`config.mk`:
```
export PLATFORM = sky130hd
export DESIGN_NAME = fifo2uart
export DESIGN_NICKNAME = d
export VERILOG_FILES = /design/src/rtl/fifo2uart.sv
export SDC_FILE = /design/constraint.sdc
export NUM_CORES = 1
export LEC_CHECK = 0
export BUFFER_PORTS_ARGS = -buffer_cell sky130_fd_sc_hd__buf_2
export CORE_UTILIZATION = 45
export DETAILED_ROUTE_END_ITERATION = 7
export MAX_ROUTING_LAYER = met4
export PLACE_DENSITY = 0.66
export SKIP_LAST_GASP = 1
export SYNTH_ARGS = -nofsm -noshare
export SYNTH_HDL_FRONTEND = slang
export SYNTH_SLANG_ARGS = --single-unit
```
`constraint.sdc`:
```
create_clock -name i_clk -period 2.1 [get_ports i_clk]
set_clock_uncertainty 0.2 [all_clocks]
set_input_delay 0 -clock i_clk [delete_from_list [all_inputs] [get_ports i_clk]]
set_output_delay 0 -clock i_clk [all_outputs]
set_load 0.01 [all_outputs]
```
`src/rtl/fifo2uart.sv`:
```
// FIFO-to-UART return path: pops words from a FIFO read port and sends each one
// as 8N1 bytes, most-significant byte first.
module fifo2uart #(
    parameter int DATA_WIDTH   = 16,
    parameter int CLKS_PER_BIT = 87
) (
    input  logic                  i_clk,
    input  logic                  i_rst,
    input  logic                  i_en,
    input  logic                  i_empty,
    output logic                  o_rd_en,
    input  logic [DATA_WIDTH-1:0] i_rd_data,
    output logic                  o_tx,
    output logic                  o_busy,
    output logic                  o_byte_done,
    output logic                  o_word_done
);

    localparam int NBYTES = DATA_WIDTH / 8;
    localparam int CW     = $clog2(CLKS_PER_BIT);
    localparam int BW     = (NBYTES > 1) ? $clog2(NBYTES) : 1;

    typedef enum logic [2:0] {IDLE, FETCH, LOAD, START, DATA, STOP} state_t;

    state_t                state_q, state_d;
    logic [CW-1:0]         clk_cnt_q, clk_cnt_d;
    logic [2:0]            bit_idx_q, bit_idx_d;
    logic [BW-1:0]         byte_idx_q, byte_idx_d;
    logic [DATA_WIDTH-1:0] word_q, word_d;
    logic [7:0]            cur_byte;
    logic                  last_clk;
    logic                  last_byte;

    assign last_clk  = (clk_cnt_q == CW'(CLKS_PER_BIT - 1));
    assign last_byte = (byte_idx_q == BW'(NBYTES - 1));

    // Byte 0 is the top byte of the word.
    always_comb begin
        cur_byte = 8'h00;
        for (int b = 0; b < NBYTES; b++) begin
            if (byte_idx_q == BW'(b)) cur_byte = word_q[DATA_WIDTH-1-8*b -: 8];
        end
    end

    always_ff @(posedge i_clk) begin
        if (i_rst) begin
            state_q    <= IDLE;
            clk_cnt_q  <= '0;
            bit_idx_q  <= '0;
            byte_idx_q <= '0;
            word_q     <= '0;
        end else begin
            state_q    <= state_d;
            clk_cnt_q  <= clk_cnt_d;
            bit_idx_q  <= bit_idx_d;
            byte_idx_q <= byte_idx_d;
            word_q     <= word_d;
        end
    end

    always_comb begin
        state_d     = state_q;
        clk_cnt_d   = '0;
        bit_idx_d   = bit_idx_q;
        byte_idx_d  = byte_idx_q;
        word_d      = word_q;
        o_rd_en     = 1'b0;
        o_tx        = 1'b1;
        o_busy      = 1'b1;
        o_byte_done = 1'b0;
        o_word_done = 1'b0;

        // Bit-period counter runs only while a frame is on the line.
        if (state_q == START || state_q == DATA || state_q == STOP)
            clk_cnt_d = last_clk ? '0 : clk_cnt_q + 1'b1;

        case (state_q)
            IDLE: begin
                o_busy = 1'b0;
                if (i_en && !i_empty) state_d = FETCH;
            end
            FETCH: begin
                o_rd_en = 1'b1;
                state_d = LOAD;
            end
            LOAD: begin
                word_d     = i_rd_data;
                byte_idx_d = '0;
                state_d    = START;
            end
            START: begin
                o_tx = 1'b0;
                if (last_clk) begin
                    bit_idx_d = '0;
                    state_d   = DATA;
                end
            end
            DATA: begin
                o_tx = cur_byte[bit_idx_q];
                if (last_clk) begin
                    bit_idx_d = bit_idx_q + 1'b1;
                    if (bit_idx_q == 3'd7) state_d = STOP;
                end
            end
            STOP: begin
                if (last_clk) begin
                    o_byte_done = 1'b1;
                    if (last_byte) begin
                        o_word_done = 1'b1;
                        state_d     = IDLE;
                    end else begin
                        byte_idx_d = byte_idx_q + 1'b1;
                        state_d    = START;
                    end
                end
            end
            default: state_d = IDLE;
        endcase
    end

endmodule

```
Word level (Yosys, flattened, before mapping)
Cells that the tools add are included.
W data, S select, Z words.
Word-level totals
  output and inout port bits: 5
  flip-flop bits (word level): 30
  logic and storage cells: 57
  input bits: 20
Cells by class
  bitwise logic cells: 1
  $lt $le $gt $ge: 1
  add/subtract/negate cells: 3
  mux-type cells: 24
  reduce and logical (&&, ||, !) cells: 11
  equality and inequality tests: 12
Operators by type and width (number)
  $mux W3: 7
  $pmux W3 S6: 1
  $mux W1: 10
  $eq A3 B3 Y1 const B: 3
  $mux W8: 1
  $ne A2 B2 Y1 const B: 4
  $add A7 B1 Y7 const B: 1
  $eq A7 B7 Y1 const B: 1
  $eq A3 B2 Y1 const B: 2
  $pmux W3 S2: 1
  $reduce_and A5 Y1: 1
  $lt A3 B4 Y1 const B: 1
  $pmux W1 S2: 2
  $reduce_bool A2 Y1: 2
  $add A3 B1 Y3 const B: 1
  $bmux W1 S3: 1
  $eq A3 B1 Y1 const B: 1
  $logic_not A3 Y1: 1
  $reduce_and A3 Y1: 1
  $reduce_or A3 Y1: 1
  $logic_or A1 B1 Y1: 2
  $mux W2: 1
  $ne A2 B1 Y1 const B: 1
  $reduce_and A2 Y1: 1
  other kinds (4): 4

Depth between registers and ports, before layout
Gate-level depths: netlist of run 1.
  depth in word-level cells: 5
  gate-level depth with buffers: 7
  mapped depth without buffers: 6

Least setup slack after synthesis of run 1
OpenSTA, ideal clock, no wires.
  kind: flip-flop to flip-flop
  start point: register clk_cnt_q[0]
  end point: register clk_cnt_q[2]
  stages on the path, launching flop included: 8
  required time: 1838 ps
  setup time: 62 ps
  clock period less this slack: 1798 ps
  buffers on the path: 1
  slack: 302 ps
  data arrival time: 1536 ps
  path through: dfxtp_1 -> inv_1 -> ha_1 -> and2_0 -> and2_4 -> or3_1 -> buf_6 -> nor2_2
Between the ends
  longest elaborated chain between the ends: 2
  elaborated cells between the ends (all ways): 3
  those cells by class: add/sub (1); eq/ne (1); reduce/logical (1)
Ends and longest elaborated chain
  start, declared: RTL line 26  | logic [CW-1:0] clk_cnt_q, clk_cnt_d;
  start signal, assigned: RTL line 54  | clk_cnt_q <= clk_cnt_d;
  parallel branches: the longest is 2 deep, another holds $add A7 B1 Y7
Parallel ways; which one is timed is not known.
A chain may end at the register's enable or synchronous reset.

Worst setup path in the final report of run 1
  start point: register clk_cnt_q[0]
  end point: register clk_cnt_q[0]
Same word-level chain as after synthesis.

==> impl_metrics.yaml, run 1 <==
floorplan:
  die_area_um2: 3450
  die_w_um: 58.8
  num_rows: 20
  fp.dieH_um: 58.8
  start_util_pct: 47.5
  core_area_um2: 3050
  io_pins: 25
sta:
  rsz0062_at_grt: "no"
  fin_crit_sh_pct: 93.9
  finalCriticalPeriod_ns: 1.97
  finalSetupViolations: 0
  setup_tns_ns: 0
  hold_slack_ns: 0.0129
  fmax_mhz: 507
  slew_headroom_pct: 64.7
  tightest_slew_ns: 0.529
  finalHoldViolCount: 0
  drv_slew: 0
synth:
  seq_area_frac_synth_pct: 41.4
  ys_top_cells_by_area: "dfxtp_1 (41%), nand2_1 (9.1%), a21oi_1 (7.9%)"
  synth_area_um2: 1450
  ys_types: 39
  synth-seq-cells: 30
  ys_async_sr_fraction_pct: 0
  synth-main-ff-cell: "dfxtp_1"
  syn-instance-count: 170
  synth_edf_count: 0
  syn_nets: 194
  avgSynthCellArea_um2: 8.53
  yosys.area.top_type_share_pct: 41.4
  yosys_warnings: 0
  synth_area_leader_cell: "dfxtp_1"
setup_path:
  rrSetupSlack_ns: 0.13
  endpoint_kind: "flop"
  crit_type: "flop to flop"
  cp.required_ns: 2.17
  start_kind: "flop"
  critPathMaxFanout: 7
  r2r_cells: 6
  critPathArrivalTime_ns: 2.04
global_route:
  grt_overflow: 0
  grt_pass1_wl_um: 5290
  grt_max_degree: 25
  track_usage_pct: 20.7
  grt_pass1_vias: 1259
  grt_antenna_before_repair: 0
clocking:
  root_buffer: "clkbuf_4"
  clock_sinks: 30
  cts_max_path_buffers: 2
  cts_tree: "yes"
  clk_pin_slew_ns: 0.10
  numCtsBuffers: 5
  cts_max_level: 2
  insertion_delay_ns: 0.33
pwr:
  p_leak_nw: 0.703
  power.total_w: 0.00113
  vdd_ir_drop_max_v: 0.000355
  cellPowerDensity_nw_per_um2: 615
drt:
  drt_first_pass_iters: 5
  drt_iter0_markers: 47
  remaining_drc_errors: 0
  routed_via_density: 5.07
  postRouteAntennaNets: 0
  wl_um: 3010
  wl_per_cell_um: 11.8
  via_count: 1298
final_layout:
  multi_input_area_um2: 777
  area_growth_pct: 26.6
  drive_gt1_share_pct: 24.5
  final_cell_mix: "nand2_1 (35), dfxtp_1 (29), buf_2 (24), a21oi_1 (23), dlygate4sd3_1 (18)"
  nFillCells: 290
  seqCellArea_um2: 602
  layout.nets: 235
  insertedDiodeCount: 0
  layout_commonest_cell: "nand2_1"
placed_design:
  portBuffers: 24
  dpl.hpwl_um: 2070
  gp_congestion: 0.813
worst_hold_path:
  hp-class: "input port to flop"
  hold_depth: 5
run_status:
  status: "complete, no violations"
flow_run:
  cap_violations: 0
## routing by layer
layer | vias to the layer above | wire length (um) | global-route usage (%)
met3 | 2 | 180 | 6.59
met2 | 43 | 1460 | 35.4
li1 | 669 | - | -
met4 | 0 | 8 | 6.80
met5 | - | 0 | -
met1 | 584 | 1370 | 22.8
## critical path: stages, from the launching register on
cell	delay (ns)
dfxtp_1	0.40
inv_1	0.06
ha_1	0.18
and2_1	0.20
and2_4	0.17
or3_1	0.53
nor2_1	0.16
## registers in the layout, summed over array words and instances (netlist names)
| register | flops |
|---|---|
| word_q | 16 |
| clk_cnt_q | 7 |
| byte_idx_q | 1 |
| bit_idx_q | 3 |
| state_q | 3 |
## stage by stage
stage / instance area (um^2) / worst slack [ns] / cells / util (%)
global placement: 1590 / 0.168 / 230 / 52.2
global route: 1840 / 0.0385 / 256 / 60.1
finish: 1840 / 0.128 / 256 / 60.1
detailed placement: 1590 / 0.109 / 230 / 52.2
floorplan: 1450 / 0.302 / 170 / -
CTS: 1830 / 0.0298 / 256 / 60.1
## area by class of cell
type	instances	share of cell area (%)
clock buffers	7	3.00
clock inverters	1	0.273
inverters	5	1.02
multi-input cells	124	42.3
flip-flops and latches	30	32.8
well taps	44	3.00
repair buffers	45	17.6
## kinds of logic after synthesis
kind of cell    Yosys count  share of synthesized area (%)
flops                    30                           41.4
simple gates             73                           26.1
xor+xnor                  5                           3.02
fa+ha+maj                 4                           3.45
compound gates           36                           14.2
mux                       6                           6.82
buf+inv                  16                           5.00
## worst paths after layout
kind                   to         start
max          clk_cnt_q[0]  clk_cnt_q[0]
min            state_q[0]          i_en
max reg2reg  clk_cnt_q[0]  clk_cnt_q[0]
min reg2reg     word_q[0]     word_q[0]
## cell usage after synthesis (all sizes together) (4+ instances only)
library cell / count
nand2: 35
xor2: 4
nand3: 7
buf: 5
a21oi: 23
ha: 4
dfxtp: 30
nor2: 11
o22ai: 4
inv: 5
nor3: 4
clkbuf: 6
## repair_timing
item	CTS	global route
gates resized for setup	0	2
setup endpoints to repair	0	3
endpoints found under the hold margin	22	0
setup buffers	0	0
hold buffers	18	0
## report_power, final
group / switching (W) / total (W) / internal, W
clock: 0.000199 / 0.000361 / 0.000162
combinational: 0.0000721 / 0.000151 / 0.0000787
sequential: 0.0000221 / 0.000617 / 0.000595
(Power assumes the default switching activity.)
==> run 2, diff against run 1 <==
- CAP_MARGIN: default -> 30
- PLACE_DENSITY: 0.66 -> default
- PLACE_DENSITY_LB_ADDON: default -> 0.08
==> run 2 against run 1 <==
  * Fmax down 2.1%
  * Die area unchanged
  * Core utilization up 1.9 points
  * Register-to-register slack better by 0.07 ns
==> impl_metrics.yaml, run 2 (synthesized netlist as in run 1, its figures left out) <==
final_layout:
  largest_reg_flops: 16
  layout_commonest_cell: "nand2_1"
  insertedDiodeCount: 0
  stdcell_count: 255
  final_cell_mix: "nand2_1 (35), dfxtp_1 (27), buf_2 (24), a21oi_1 (23), dlygate4sd3_1 (19)"
  fin_area_um2: 1890
  nFillCells: 291
  top_regs: "word_q x16, clk_cnt_q x7"
  largest-register: "word_q"
  layout.nets: 234
  drive_gt1_share_pct: 26.1
  area_growth_pct: 30.5
drt:
  top_layer: "met4"
  routed_via_density: 5.25
  route.met2.wl_um: 1560
  wirelength_met1_um: 1380
  wl_um: 3180
  wl_per_cell_um: 12.5
  drt_iter0_markers: 46
  remaining_drc_errors: 0
  drt_first_pass_iters: 4
  postRouteAntennaNets: 0
  wl_met3_um: 110
  via_count: 1339
placed_design:
  place_area_um2: 1580
  portBuffers: 24
  gp_congestion: 0.876
  dp_cells: 228
  dpl.hpwl_um: 2050
sta:
  drv_slew: 0
  finalCriticalPeriod_ns: 2.01
  setup_tns_ns: 0
  finalSetupViolations: 0
  fmax_mhz: 497
  fin_crit_sh_pct: 95.9
  finalHoldViolCount: 0
  tightest_slew_ns: 0.531
  slew_headroom_pct: 64.6
  rsz0062_at_grt: "no"
clocking:
  cts_max_path_buffers: 2
  numCtsBuffers: 5
  clk_pin_slew_ns: 0.11
  clock_sinks: 30
  cts_tree: "yes"
  root_buffer: "clkbuf_4"
  cts_setup_buffers: 0
  cts_max_level: 2
  insertion_delay_ns: 0.34
setup_path:
  start_kind: "flop"
  critPathArrivalTime_ns: 1.81
  crit_type: "flop to output pin"
  rrSetupSlack_ns: 0.20
  endpoint_kind: "output pin"
  cp.required_ns: 1.90
  critPathMaxFanout: 8
pwr:
  power.total_w: 0.00139
  p_leak_nw: 0.725
  cellPowerDensity_nw_per_um2: 734
  vdd_ir_drop_max_v: 0.000504
global_route:
  track_usage_pct: 22.9
  grt_overflow: 0
  grt_max_degree: 25
  grt_pass1_wl_um: 5620
  grt_pass1_vias: 1354
  grt_antenna_before_repair: 0
floorplan:
  die_area_um2: 3450
  io_pins: 25
  num_rows: 20
  die_w_um: 58.8
  start_util_pct: 47.5
  fp.dieH_um: 58.8
  core_area_um2: 3050
run_status:
  status: "complete, no violations"
flow_run:
  cap_violations: 0
worst_hold_path:
  hp-class: "input port to flop"
## run 2: changes by cell type in the layout (fill, tap and decap cells not counted), sizes merged
cell,before,now
dlygate4sd3,18,19
clkinv,1,0
bufinv,0,2
buf,27,25
clkbuf,7,6
## run 2: final cells by class
class                   count  area (um^2)  area share (%)
repair buffers             44          318            16.8
clock inverters             2         60.1            3.17
well taps                  44         55.1            2.91
clock buffers               6         51.3            2.71
inverters                   5         18.8           0.991
flip-flops and latches     30          607            32.1
multi-input cells         124          783            41.4
## run 2: timing repair
item | CTS | global route
hold buffers | 19 | 0
endpoints found under the hold margin | 22 | 0
endpoints found under the setup margin | 1 | 10
resized for setup | 1 | 6
## run 2: power by group
group / total [W] / switching [W] / internal (W)
Clock: 0.000618 / 0.000215 / 0.000403
Combinational: 0.000155 / 0.0000742 / 0.0000804
Sequential: 0.000617 / 0.0000234 / 0.000594
## run 2: stage by stage
step | hold slack, ns | utilization, % | setup WS [ns]
final | 0.238 | 62.0 | 0.0863
after global routing | 0.234 | 62.0 | 0.00193
after CTS | 0.223 | 61.6 | 0.0298
after detailed placement | 0.0460 | 51.7 | 0.122
after global placement | 0.0403 | 51.7 | 0.174
after floorplan | -0.121 | - | 0.302
## run 2: final timing paths
kind,startpoint,end,depth (start not counted)
worst min register to register,word_q[4],word_q[4],2
worst max-delay path,bit_idx_q[0],o_tx,5
worst min-delay path,i_rd_data[10],word_q[10],4
worst max register to register,state_q[2],state_q[0],5
## run 2: layer usage
metal  global-route usage, %  vias up
met2                    36.7       33
met3                    4.84       14
met4                    16.7        0
met5                       -        -
met1                    25.1      621
li1                        -      671
## run 2: worst max-delay path, cell delays in order, from the launching register on
cell	delay, ns
dfxtp_4	0.42
mux4_2	0.55
o22ai_1	0.17
o31a_1	0.13
o22ai_1	0.06
buf_2	0.14
==> run 3, diff against run 2 <==
- CORE_UTILIZATION: 45 -> 49
- clock period: 2.1 -> 1.8 ns (I/O delays scaled with it)
==> run 3 against run 2 <==
  * The flow now finishes with violations (setup timing)
  * Critical path type unchanged
  * Final area grew 3.7%
  * Worst hold slack gained 0.0014 ns
  * Highest routed layer unchanged
  * Sequential share of layout area shrank 0.83 points
  * Non-clock buffer count grew 12
  * Count of clock-buffer cells in the layout is the same
  * First-iteration DRC count shrank 37%
  * Via count grew 1.1%
==> impl_metrics.yaml, run 3 (synthesized netlist as in run 1, its figures left out) <==
sta:
  finalCriticalPeriod_ns: 1.90
  fin_crit_sh_pct: 106
  setup_tns_ns: -0.100
  tightest_slew_ns: 0.431
  fmax_mhz: 526
  finalSetupViolations: 1
  rsz0062_at_grt: "yes"
  slew_headroom_pct: 71.2
  drv_slew: 0
  finalHoldViolCount: 0
  fin_ws_ns: -0.100
final_layout:
  drive_gt1_share_pct: 34.1
  layout.nets: 246
  insertedDiodeCount: 0
  largest_reg_flops: 16
  layout_commonest_cell: "nand2_1"
  final_cell_mix: "nand2_1 (35), a21oi_1 (23), buf_2 (23), dfxtp_1 (22), dlygate4sd3_1 (19)"
  stdcell_count: 254
  top_regs: "word_q x16, clk_cnt_q x7"
  nFillCells: 218
  largest-register: "word_q"
  area_growth_pct: 35.4
setup_path:
  critPathArrivalTime_ns: 1.70
  path_cells: "mux4_2 -> o22ai_2 -> o31a_1 -> o22ai_1 -> buf_2"
  crit_path_start: "bit_idx_q[0]"
  rrSetupSlack_ns: 0.14
  crit_buf_inv: 1
  endpoint_kind: "output pin"
  crit_type: "flop to output pin"
  crit_family: "multiplexers"
  r2r-start: "clk_cnt_q[0]"
  cp.required_ns: 1.60
  cpPeakStageDelay_ns: 0.52
  crit_path_top_delay_cell: "mux4_2"
  critPathMaxFanout: 2
  start_kind: "flop"
clocking:
  clock_sinks: 30
  insertion_delay_ns: 0.33
  clk_pin_slew_ns: 0.10
  cts_tree: "yes"
  cts_max_path_buffers: 2
  numCtsBuffers: 5
  root_buffer: "clkbuf_4"
  cts_max_level: 2
floorplan:
  num_rows: 19
  core_area_um2: 2780
  die_area_um2: 3180
  fp.dieH_um: 56.4
  start_util_pct: 52.1
  die_w_um: 56.4
  io_pins: 25
drt:
  wl_um: 3150
  postRouteAntennaNets: 0
  drt_iter0_markers: 29
  wl_per_cell_um: 12.4
  via_count: 1354
  routed_via_density: 5.33
  remaining_drc_errors: 0
  drt_first_pass_iters: 4
global_route:
  grt_overflow: 0
  grt_max_degree: 25
  use_met1_pct: 26.2
  grt_pass1_wl_um: 5260
  met3_usage_pct: 7.83
  grt_antenna_before_repair: 0
  grt_pass1_vias: 1220
  track_usage_pct: 22.5
  busiest_layer: "met2"
  grt_util_met2_pct: 35.0
run_status:
  violations: "setup timing"
  status: "finished, violations left"
placed_design:
  dpl.hpwl_um: 2130
  dp_cells: 225
  portBuffers: 24
  gp_congestion: 0.807
  pre_cts_slack_ns: 0.00212
pwr:
  p_int_w: 0.000987
  power.share.clock_pct: 32.0
  vdd_ir_drop_max_v: 0.000806
  p_leak_nw: 0.766
  cellPowerDensity_nw_per_um2: 687
  power.total_w: 0.00135
  sw_frac_of_total_pct: 26.8
  power_frac_seq_pct: 52.9
  switchingPower_w: 0.000362
  p_comb_share_pct: 15.1
worst_hold_path:
  min_from: "i_rd_data[8]"
  hp-class: "input port to flop"
flow_run:
  cap_violations: 0
==> run 3: cell type report <==
type | instances | area, um^2 | share of cell area, %
sequential | 30 | 613 | 31.2
tap | 31 | 38.8 | 1.98
clock inverter | 2 | 12.5 | 0.637
timing repair buffer | 56 | 414 | 21.1
clock buffer | 6 | 51.3 | 2.61
inverter | 5 | 18.8 | 0.956
multi-input combinational | 124 | 815 | 41.5
==> run 3: worst reg2reg max path, cell delays in order (launching register included) <==
cell	delay, ns
dfxtp_2	0.34
inv_1	0.04
ha_2	0.16
and2_4	0.15
and2_4	0.15
or3_4	0.44
nor2_2	0.12
==> run 3: repair_timing <==
action | 4_1_cts | 5_1_grt
gates resized for setup | 13 | 8
hold buffers | 19 | 0
pin swaps | 2 | 1
endpoints found under the hold margin | 22 | 0
setup buffers | 3 | 0
endpoints found under the setup margin | 9 | 10
==> run 3: final timing paths <==
path,end,cells past startpoint
worst max register to register,clk_cnt_q[5],6
worst min register to register,word_q[4],2
worst min-delay path,word_q[8],4
worst max-delay path,o_tx,5
==> run 3: per-stage QoR <==
| step | instance area, um^2 | util, % | hold WS (ns) |
|---|---|---|---|
| finish | 1960 | 70.6 | 0.239 |
| floorplan | 1450 | - | -0.121 |
| detailed placement | 1640 | 58.9 | 0.0464 |
| global route | 1960 | 70.6 | 0.201 |
| CTS | 1950 | 70.0 | 0.223 |
| global placement | 1640 | 58.9 | 0.0402 |
==> run 3: metal layers <==
layer | vias up | part of all wire [%]
met5 | - | 0
met4 | 0 | 2.7
met3 | 10 | 4.3
met2 | 35 | 48
met1 | 618 | 45
li1 | 691 | -
==> run 3: power by group through the flow <==
stage	clock (W)	sequential, W	combinational, W
after CTS	0.000447	0.000715	0.000201
final	0.000432	0.000713	0.000203
after global placement	0	0.000729	0.000164
after global routing	0.000490	0.000718	0.000225
after detailed placement	0	0.000730	0.000166
after floorplan	0	0.000724	0.000110
